$ cat config.mk
export PLATFORM = sky130hd
export DESIGN_NAME = bcd_updown_counter_flat
export DESIGN_NICKNAME = d
export VERILOG_FILES = /design/src/rtl/bcd_cnt_pkg.sv /design/src/rtl/bcd_updown_counter_if.sv /design/src/rtl/bcd_digit_cell.sv /design/src/rtl/bcd_updown_counter.sv /design/src/flat_wrapper.sv
export SDC_FILE = /design/constraint.sdc
export NUM_CORES = 1
export LEC_CHECK = 0
export ABC_CLOCK_PERIOD_IN_PS = 1900
export CAP_MARGIN = 15
export CORE_ASPECT_RATIO = 1.5
export CORE_MARGIN = 2
export CORE_UTILIZATION = 49
export CTS_BUF_LIST = sky130_fd_sc_hd__clkbuf_4
export CTS_CLUSTER_SIZE = 12
export DETAILED_ROUTE_END_ITERATION = 10
export GPL_TIMING_DRIVEN = 0
export PLACE_DENSITY = 0.79
export SLEW_MARGIN = 20
export SYNTH_ARGS = -nofsm -noshare
export SYNTH_HDL_FRONTEND = slang
export SYNTH_SLANG_ARGS = --single-unit
$ cat constraint.sdc
create_clock -name clk -period 1.9 [get_ports clk]
set_input_delay 0.38 -clock clk [delete_from_list [all_inputs] [get_ports clk]]
set_output_delay 0.38 -clock clk [all_outputs]
set_load 0.05 [all_outputs]
$ cat src/rtl/bcd_cnt_pkg.sv
// Shared constants and helpers for the packed-BCD up/down counter.
// Helpers work on a 32-bit (8-decade) container; ndig selects how many decades are live.
package bcd_cnt_pkg;

    localparam logic [3:0] BCD_MAX_DIGIT = 4'd9;
    localparam int         MAX_DIGITS    = 8;

    typedef enum logic [1:0] {
        OP_IDLE,
        OP_LOAD,
        OP_REJECT,
        OP_STEP
    } op_e;

    function automatic logic [31:0] bcd_to_bin(input logic [31:0] v, input int ndig);
        logic [31:0] acc;
        acc = '0;
        for (int i = MAX_DIGITS - 1; i >= 0; i--) begin
            if (i < ndig) begin
                acc = acc * 32'd10 + 32'(v[i*4 +: 4]);
            end
        end
        return acc;
    endfunction

    function automatic logic is_valid_bcd(input logic [31:0] v, input int ndig);
        logic ok;
        ok = 1'b1;
        for (int i = 0; i < MAX_DIGITS; i++) begin
            if ((i < ndig) && (v[i*4 +: 4] > BCD_MAX_DIGIT)) begin
                ok = 1'b0;
            end
        end
        return ok;
    endfunction

endpackage

$ cat src/rtl/bcd_updown_counter_if.sv
// Control and result bundle of the BCD up/down counter.
// The master drives the count controls; the slave (the counter) returns both count views.
interface bcd_updown_counter_if #(
    parameter int DIGITS = 2,
    parameter int BIN_W  = $clog2(10**DIGITS)
);
    logic                  en;
    logic                  up;
    logic                  load;
    logic [4*DIGITS-1:0]   load_val;
    logic [BIN_W-1:0]      bin;
    logic [4*DIGITS-1:0]   bcd;
    logic                  tc;
    logic                  load_err;

    modport master (
        output en, up, load, load_val,
        input  bin, bcd, tc, load_err
    );

    modport slave (
        input  en, up, load, load_val,
        output bin, bcd, tc, load_err
    );
endinterface

$ cat src/rtl/bcd_digit_cell.sv
// One BCD decade: computes the next nibble for a step in either direction.
// step_out ripples to the next decade when this one wraps (9->0 up, 0->9 down).
module bcd_digit_cell
    import bcd_cnt_pkg::*;
(
    input  logic [3:0] nibble_q,
    input  logic       up,
    input  logic       step_in,
    output logic [3:0] nibble_d,
    output logic       step_out,
    output logic       at_limit
);

    assign at_limit = up ? (nibble_q == BCD_MAX_DIGIT) : (nibble_q == 4'd0);
    assign step_out = step_in & at_limit;

    always_comb begin
        nibble_d = nibble_q;
        if (step_in) begin
            if (at_limit) begin
                nibble_d = up ? 4'd0 : BCD_MAX_DIGIT;
            end else begin
                nibble_d = up ? (nibble_q + 4'd1) : (nibble_q - 4'd1);
            end
        end
    end

endmodule

$ cat src/rtl/bcd_updown_counter.sv
// Multi-decade decimal counter keeping binary and packed-BCD views in lock-step.
// Supports load with BCD validation, up/down stepping, and wrap or saturate at the limits.
module bcd_updown_counter
    import bcd_cnt_pkg::*;
#(
    parameter int DIGITS = 2,
    parameter int BIN_W  = $clog2(10**DIGITS),
    parameter int SAT    = 0
) (
    input  logic                   clk,
    input  logic                   rst,
    bcd_updown_counter_if.slave    bus
);

    localparam logic [BIN_W-1:0] CNT_MAX = BIN_W'(10**DIGITS - 1);
    localparam bit               SAT_ON  = (SAT != 0);

    logic [BIN_W-1:0]    bin_q, bin_d;
    logic [4*DIGITS-1:0] bcd_q, bcd_d, bcd_step;
    logic                tc_q, tc_d;
    logic                err_q, err_d;

    logic [DIGITS:0]     carry;
    logic [DIGITS-1:0]   at_limit;
    logic                all_limit;
    logic                sat_hold;
    op_e                 op;

    always_comb begin
        op = OP_IDLE;
        if (bus.load) begin
            op = is_valid_bcd(32'(bus.load_val), DIGITS) ? OP_LOAD : OP_REJECT;
        end else if (bus.en) begin
            op = OP_STEP;
        end
    end

    // A saturating step at the limit leaves the decades untouched but still flags tc.
    assign all_limit = &at_limit;
    assign sat_hold  = SAT_ON && (op == OP_STEP) && all_limit;
    assign carry[0]  = (op == OP_STEP) && !sat_hold;

    for (genvar g = 0; g < DIGITS; g++) begin : g_digit
        bcd_digit_cell u_digit (
            .nibble_q (bcd_q[g*4 +: 4]),
            .up       (bus.up),
            .step_in  (carry[g]),
            .nibble_d (bcd_step[g*4 +: 4]),
            .step_out (carry[g+1]),
            .at_limit (at_limit[g])
        );
    end

    always_comb begin
        bin_d = bin_q;
        bcd_d = bcd_q;
        tc_d  = 1'b0;
        err_d = 1'b0;
        case (op)
            OP_LOAD: begin
                bcd_d = bus.load_val;
                bin_d = BIN_W'(bcd_to_bin(32'(bus.load_val), DIGITS));
            end
            OP_REJECT: begin
                err_d = 1'b1;
            end
            OP_STEP: begin
                bcd_d = bcd_step;
                tc_d  = carry[DIGITS] | sat_hold;
                if (carry[DIGITS]) begin
                    bin_d = bus.up ? '0 : CNT_MAX;
                end else if (carry[0]) begin
                    bin_d = bus.up ? (bin_q + BIN_W'(1)) : (bin_q - BIN_W'(1));
                end
            end
            default: ;
        endcase
    end

    always_ff @(posedge clk) begin
        if (rst) begin
            bin_q <= '0;
            bcd_q <= '0;
            tc_q  <= 1'b0;
            err_q <= 1'b0;
        end else begin
            bin_q <= bin_d;
            bcd_q <= bcd_d;
            tc_q  <= tc_d;
            err_q <= err_d;
        end
    end

    assign bus.bin      = bin_q;
    assign bus.bcd      = bcd_q;
    assign bus.tc       = tc_q;
    assign bus.load_err = err_q;

endmodule
$ cat src/flat_wrapper.sv
// flat-port wrapper written by rule: the top's interface ports become plain ports
module bcd_updown_counter_flat import bcd_cnt_pkg::*;
#(
    parameter int DIGITS = 2,
    parameter int BIN_W  = $clog2(10**DIGITS),
    parameter int SAT    = 0
)
  (clk, rst, bus_en, bus_up, bus_load, bus_load_val, bus_bin, bus_bcd, bus_tc, bus_load_err);
  bcd_updown_counter_if #(.DIGITS(DIGITS), .BIN_W(BIN_W)) bus_i ();
  input  logic clk;
  input  logic rst;
  input wire logic [$bits(bus_i.en)-1:0] bus_en;
  input wire logic [$bits(bus_i.up)-1:0] bus_up;
  input wire logic [$bits(bus_i.load)-1:0] bus_load;
  input wire logic [$bits(bus_i.load_val)-1:0] bus_load_val;
  output wire logic [$bits(bus_i.bin)-1:0] bus_bin;
  output wire logic [$bits(bus_i.bcd)-1:0] bus_bcd;
  output wire logic [$bits(bus_i.tc)-1:0] bus_tc;
  output wire logic [$bits(bus_i.load_err)-1:0] bus_load_err;
  assign bus_i.en = bus_en;
  assign bus_i.up = bus_up;
  assign bus_i.load = bus_load;
  assign bus_i.load_val = bus_load_val;
  assign bus_bin = bus_i.bin;
  assign bus_bcd = bus_i.bcd;
  assign bus_tc = bus_i.tc;
  assign bus_load_err = bus_i.load_err;
  bcd_updown_counter #(.DIGITS(DIGITS), .BIN_W(BIN_W), .SAT(SAT)) u_core (.clk(clk), .rst(rst), .bus(bus_i));
endmodule
# Yosys cells after proc, flatten, opt, wreduce, memory -nomap -nowiden
# Cells that the tools add are included.
# W data, S select, Z words.
op_classes:
  add_sub_neg: 7
  n_mul: 1
  order_cmp: 2
  n_eq_ne: 6
  n_mux: 21
  bitwise: 3
  reduce_logical: 5
ops:
  columns: ["op", "count"]
  rows:
  - ["$mul A32 B3 Y6 const B", 1]
  - ["$mux W32", 1]
  - ["$mux W4", 6]
  - ["$mux W7", 3]
  - ["$pmux W8 S2", 1]
  - ["$pmux W7 S2", 1]
  - ["$add A4 B1 Y4 const B", 2]
  - ["$eq A4 B4 Y1 const B", 2]
  - ["$gt A4 B4 Y1 const B", 2]
  - ["$logic_not A4 Y1", 2]
  - ["$sub A4 B1 Y4 const B", 2]
  - ["$add A7 B1 Y7 const B", 1]
  - ["$add A7 B4 Y7", 1]
  - ["$sub A7 B1 Y7 const B", 1]
  - ["$mux W1", 6]
  - ["$mux W2", 3]
  - ["$eq A2 B2 Y1 const B", 2]
  - ["$and A1 B1 Y1", 2]
  - ["$eq A2 B1 Y1 const B", 1]
  - ["$ne A2 B2 Y1 const B", 1]
  - ["$reduce_and A2 Y1", 1]
  - ["$reduce_bool A2 Y1", 1]
  - ["$reduce_or A2 Y1", 1]
  - ["$not A1 Y1", 1]
totals:
  ff_bits: 17
  in_bits: 13
  word_cells: 50

# Longest topological paths before layout
logic_depth:
  depth_word: 11
  mapped_depth: 9

# By module
# From an unflattened synthesis, not the netlist that was laid out.
hier_totals:
  hier_cells: 209
  area_unflattened_um2: 1700.4
by_module_without_submodules:
  columns: ["module", "n_inst", "cells_per_inst", "area_each_um2", "seq_area_each_um2"]
  rows:
  - ["bcd_updown_counter", 1, 149, 1239.9, 340.3]
  - ["bcd_digit_cell", 2, 30, 230.2, 0.0]

# Worst setup path before layout
# No wires, ideal clock.
synth_path:
  path_kind: "input-to-reg"
  startpoint: "in bus_up"
  endpoint: "reg u_core.bcd_q[7] (netlist: u_core.bus.bcd[7])"
  setup_ps: 126
  t_arrival_ps: 1960
  required_time_ps: 1774
  setup_slack_ps: -186
  cell_stages: 8
  path_buffers: 1
  path_cell_list: "clkbuf_8 -> inv_1 -> ha_1 -> a21o_1 -> a21oi_1 -> or4_2 -> a21oi_1 -> o22ai_1"
synth_via:
  elab_chain_len: 4
synth_lines:
  columns: ["item", "line", "rtl"]
  rows:
  - ["start, declared", "flat_wrapper.sv:13", "input wire logic [$bits(bus_i.up)-1:0] bus_up;"]
  - ["$mux W4, or another cell as far along", "bcd_digit_cell.sv:23", "nibble_d = up ? (nibble_q + 4'd1) : (nibble_q - 4'd1);"]
  - ["$mux W4 / $and A1 B1 Y1 (equally long branches)", "bcd_digit_cell.sv:20, bcd_digit_cell.sv:15", null]
  - ["$mux W4 / $ne A2 B2 Y1 (equally long branches)", null, null]
  - ["$pmux W8 S2 / $reduce_and A2 Y1 (equally long branches)", null, null]
  - ["end signal, assigned", "bcd_updown_counter.sv:83", "bcd_q <= '0;"]
  - ["end signal, assigned", "bcd_updown_counter.sv:88", "bcd_q <= bcd_d;"]
  - ["end, declared", "bcd_updown_counter.sv:19", "logic [4*DIGITS-1:0] bcd_q, bcd_d, bcd_step;"]
# Several ways; a longest one is shown, not always the timed one. The select of a mux whose other input is x is not followed.
# A chain may end at the register's enable or synchronous reset.

# Worst setup path after layout
layout_path:
  startpoint: "in bus_load_val[7]"
  endpoint: "reg u_core.bin_q[6] (netlist: u_core.bus.bin[6])"
layout_via:
  elab_chain_len: 10
layout_lines:
  columns: ["item", "line", "rtl"]
  rows:
  - ["start, declared", "flat_wrapper.sv:15", "input wire logic [$bits(bus_i.load_val)-1:0] bus_load_val;"]
  - ["parallel branches: the longest is 10 deep, another holds $mul A32 B3 Y6", null, null]
  - ["end signal, assigned", "bcd_updown_counter.sv:87", "bin_q <= bin_d;"]
  - ["end, declared", "bcd_updown_counter.sv:18", "logic [BIN_W-1:0] bin_q, bin_d;"]
# Several ways; the timed one is not identified. The select of a mux whose other input is x is not followed.

==> out/qor.csv <==
stage,metric,value,unit
power,p_leak,0.989,nW
clocking,cts_root_buffer,clkbuf_4,
yosys,synth_fa_ha_area_share,19.3,%
yosys,yosysWarnings,0,
yosys,syn_nets,217,
sta,timing.final.crit_share,97.3,%
worst_setup_path,slowest_delay,0.48,ns
finish,syn_to_final_growth,38.4,%
yosys,yosys.area_share.simple,14.8,%
worst_setup_path,reg2reg_depth,5,
yosys,syn_avg_cell_area,8.50,um^2
worst_setup_path,arrival,2.05,ns
placed_design,placed_cells,251,
placed_design,port_buffers,28,
placed_design,place_hpwl,3340,um
clocking,clk_pin_slew,0.11,ns
die,die_h,73,um
finish,n_fill_cell,239,
finish,final_common_cell,dfxtp_1,
worst_setup_path,r2r_end,u_core.bus.bin[3]$_SDFFE_PP0P_,
sta,fin_worst_skew,0.00247,ns
drt,routed_wl,4660,um
yosys,synth-seq-cells,17,
sta,hold-worst-slack,0.293,ns
hold_path,hold_end,u_core.bus.tc$_SDFF_PP0_,
sta,drv_slew,0,
global_routing,grt_pass1_wl,7050,um
sta,worst_pin_slew,0.527,ns
yosys,synth_compound_area_share,29.6,%
finish,nets,259,
sta,hold_violations,0,
sta,slew_headroom,64.5,%
clocking,cts_buffers,3,
yosys,synthDistinctLibCells,46,
global_routing,grt_max_degree,14,
worst_setup_path,crit_path_max_fanout,4,
clocking,hold_buffers,0,
worst_setup_path,crit_chain,buf_8 -> ha_4 -> ha_4 -> inv_2 -> fa_1 -> nand2b_4 -> a21oi_2 -> xnor2_1 -> a32oi_1 -> o22ai_1,
global_routing,grt_pass1_vias,1579,
worst_setup_path,cp-end-kind,register,
finish,drive_gt1_share,25.0,%
yosys,ys_seq_area_share,21.9,%
clocking,clk_path_buf_depth,2,
drt,ant_nets,0,
die,coreArea,0.00310,mm^2
hold_path,worstHoldPathType,in -> reg,
yosys,synth_top_family_by_area,compound AO/OA/AOI/OAI gates,
drt,vias_per_cell,6.25,
yosys,synthFlopType,dfxtp_1,
yosys,ys_async_sr_fraction,0,%
power,ir_worst_vdd,0.000415,V
global_routing,gr-total-overflow,0,
worst_setup_path,r2r-start,u_core.bus.bcd[7]$_SDFFE_PP0P_,
die,dieArea,0.00365,mm^2
clocking,cts_tree,done,
clocking,clock_sinks,17,
job,maxCapViolations,0,
sta,post-route-min-period,1.85,ns
sta,clock.fmax,541,MHz
drt,wl_per_cell,17.6,um
die,fp.dieW,50,um
worst_setup_path,reg2reg_slack,0.07,ns
die,start_util,50.2,%
power,powerDensity,646,mW/mm^2
status,status,finished clean,
yosys,synth_area,0.00156,mm^2
global_routing,antenna_found_initial,0,
sta,finalSetupViolations,0,
drt,drc,0,
worst_setup_path,crit_top_cell,ha_4,
finish,mostFrequentLayoutCells,"dfxtp_1, a21oi_1",
worst_setup_path,slowest_stage,fa_1,
finish,layoutNonFillerInstCount,264,
worst_setup_path,critPathLaunchType,input pin,
yosys,synthXorXnorAreaFrac,7.32,%
worst_setup_path,crit_required,2.10,ns
drt,drt_iter0_drc,47,
yosys,synth-edff-count,0,
sta,rsz0062_at_grt,true,
hold_path,hp-start,rst,
global_routing,grtUsageTotal,24.9,%
die,ios,30,
hold_path,whs_path_depth,2,
drt,first_pass_iters,6,
clocking,cts_max_level,1,
yosys,syn_inst,183,
worst_setup_path,crit_type,in -> reg,
yosys,synth_mux_area_share,0,%
die,rows,25,
finish,antenna_cells,0,
clocking,insertion_delay,0.30,ns
drt,num_vias,1651,
placed_design,gp_congestion,0.860,
power by group:
group | switching (mW) | internal, mW
Sequential | 0.0467 | 0.393
Combinational | 0.428 | 0.310
Clock | 0.132 | 0.0785
layout make-up:
cell class / count / area [um^2] / share of cell area [%]
sequential: 17 / 343 / 15.9
clock buffer: 3 / 22.5 / 1.05
buffer: 7 / 75.1 / 3.49
multi-input combinational: 146 / 1210 / 56.2
clock inverter: 1 / 5.00 / 0.233
timing repair buffer: 37 / 394 / 18.3
inverter: 13 / 52.6 / 2.44
tap: 40 / 50.0 / 2.33
registers in the layout, summed over array words and instances (netlist names):
register             count
u_core.bus.load_err      1
u_core.bus.tc            1
u_core.bus.bin           7
u_core.bus.bcd           8
repair_timing:
action                                  CTS  global route
endpoints found under the setup margin   23            19
pin swaps                                 5            20
cloned                                    0             1
gates resized for setup                  32            35
setup buffers                             1             7
per-layer routing:
metal / up-vias / wire length [um] / global-route usage [%]
li1: 762 / - / -
met1: 811 / 1760 / 25.1
met2: 61 / 2580 / 48.2
met3: 17 / 167 / 2.46
met4: 0 / 159 / 14.2
met5: - / 0 / 0
Yosys cell counts, types with 2 or more instances:
library cell / count / share of area, %
o221ai_1: 4 / 2.3
nor2_1: 11 / 2.7
dfxtp_1: 17 / 22
clkbuf_8: 2 / 1.8
ha_1: 16 / 13
a21oi_1: 19 / 6.1
nor3_1: 7 / 2.3
o22ai_1: 4 / 1.6
nand2_1: 8 / 1.9
fa_1: 5 / 6.4
clkbuf_1: 2 / 0.48
o21ai_0: 12 / 3.9
a211oi_1: 6 / 2.9
nand2b_1: 3 / 1.2
a31o_2: 2 / 1.1
xor2_1: 7 / 3.9
xnor2_1: 6 / 3.4
a221oi_1: 2 / 1.1
a22oi_1: 2 / 0.97
inv_1: 13 / 3.1
nand3_1: 5 / 1.6
a311oi_1: 2 / 1.1
a21o_1: 5 / 2.4
worst max path at each step:
stage | start | to | slack, ns | cells past startpoint
CTS | bus_load_val[5] | u_core.bus.bin[6]$_SDFFE_PP0P_ | -0.08 | 10
global route | bus_up | u_core.bus.bin[4]$_SDFFE_PP0P_ | -0.03 | 10
global placement | bus_up | u_core.bus.bin[4]$_SDFFE_PP0P_ | -1.03 | 9
detailed placement | bus_up | u_core.bus.bin[6]$_SDFFE_PP0P_ | -1.11 | 9
finish | bus_load_val[7] | u_core.bus.bin[6]$_SDFFE_PP0P_ | 0.05 | 10
floorplan | bus_up | u_core.bus.bcd[7]$_SDFFE_PP0P_ | -0.10 | 8
critical path, delay by kind of cell:
| family | cells | cell delay [ns] |
|---|---|---|
| adders and majority gates | 3 | 0.87 |
| AOI/OAI and AO/OA | 3 | 0.41 |
| xor gates and xnor gates | 1 | 0.08 |
| and+or+nand+nor | 1 | 0.16 |
| buffers and inverters | 2 | 0.13 |
per-stage QoR:
step	power [mW]	util, %	TNS [ns]	setup slack [ns]	area (um^2)
4_1_cts	1.34	65.3	-0.0789	-0.0789	2020
2_1_floorplan	0.937	-	-0.305	-0.103	1630
3_3_place_gp	1.11	63.4	-10.60	-1.03	1960
6_report	1.39	69.5	0	0.0511	2150
5_1_grt	1.47	69.5	-0.0399	-0.0274	2150
3_5_place_dp	1.13	63.4	-11.12	-1.11	1960
cells by family (layout without fill, tap and decap cells):
| logic type | after synthesis | in the layout |
|---|---|---|
| and+or+nand+nor | 44 | 44 |
| buffers and inverters | 20 | 61 |
| adders and majority gates | 21 | 21 |
| AOI/OAI and AO/OA | 68 | 68 |
| DFF | 17 | 17 |
| xor gates and xnor gates | 13 | 13 |
Note: power is estimated with default switching activity, not from simulation.
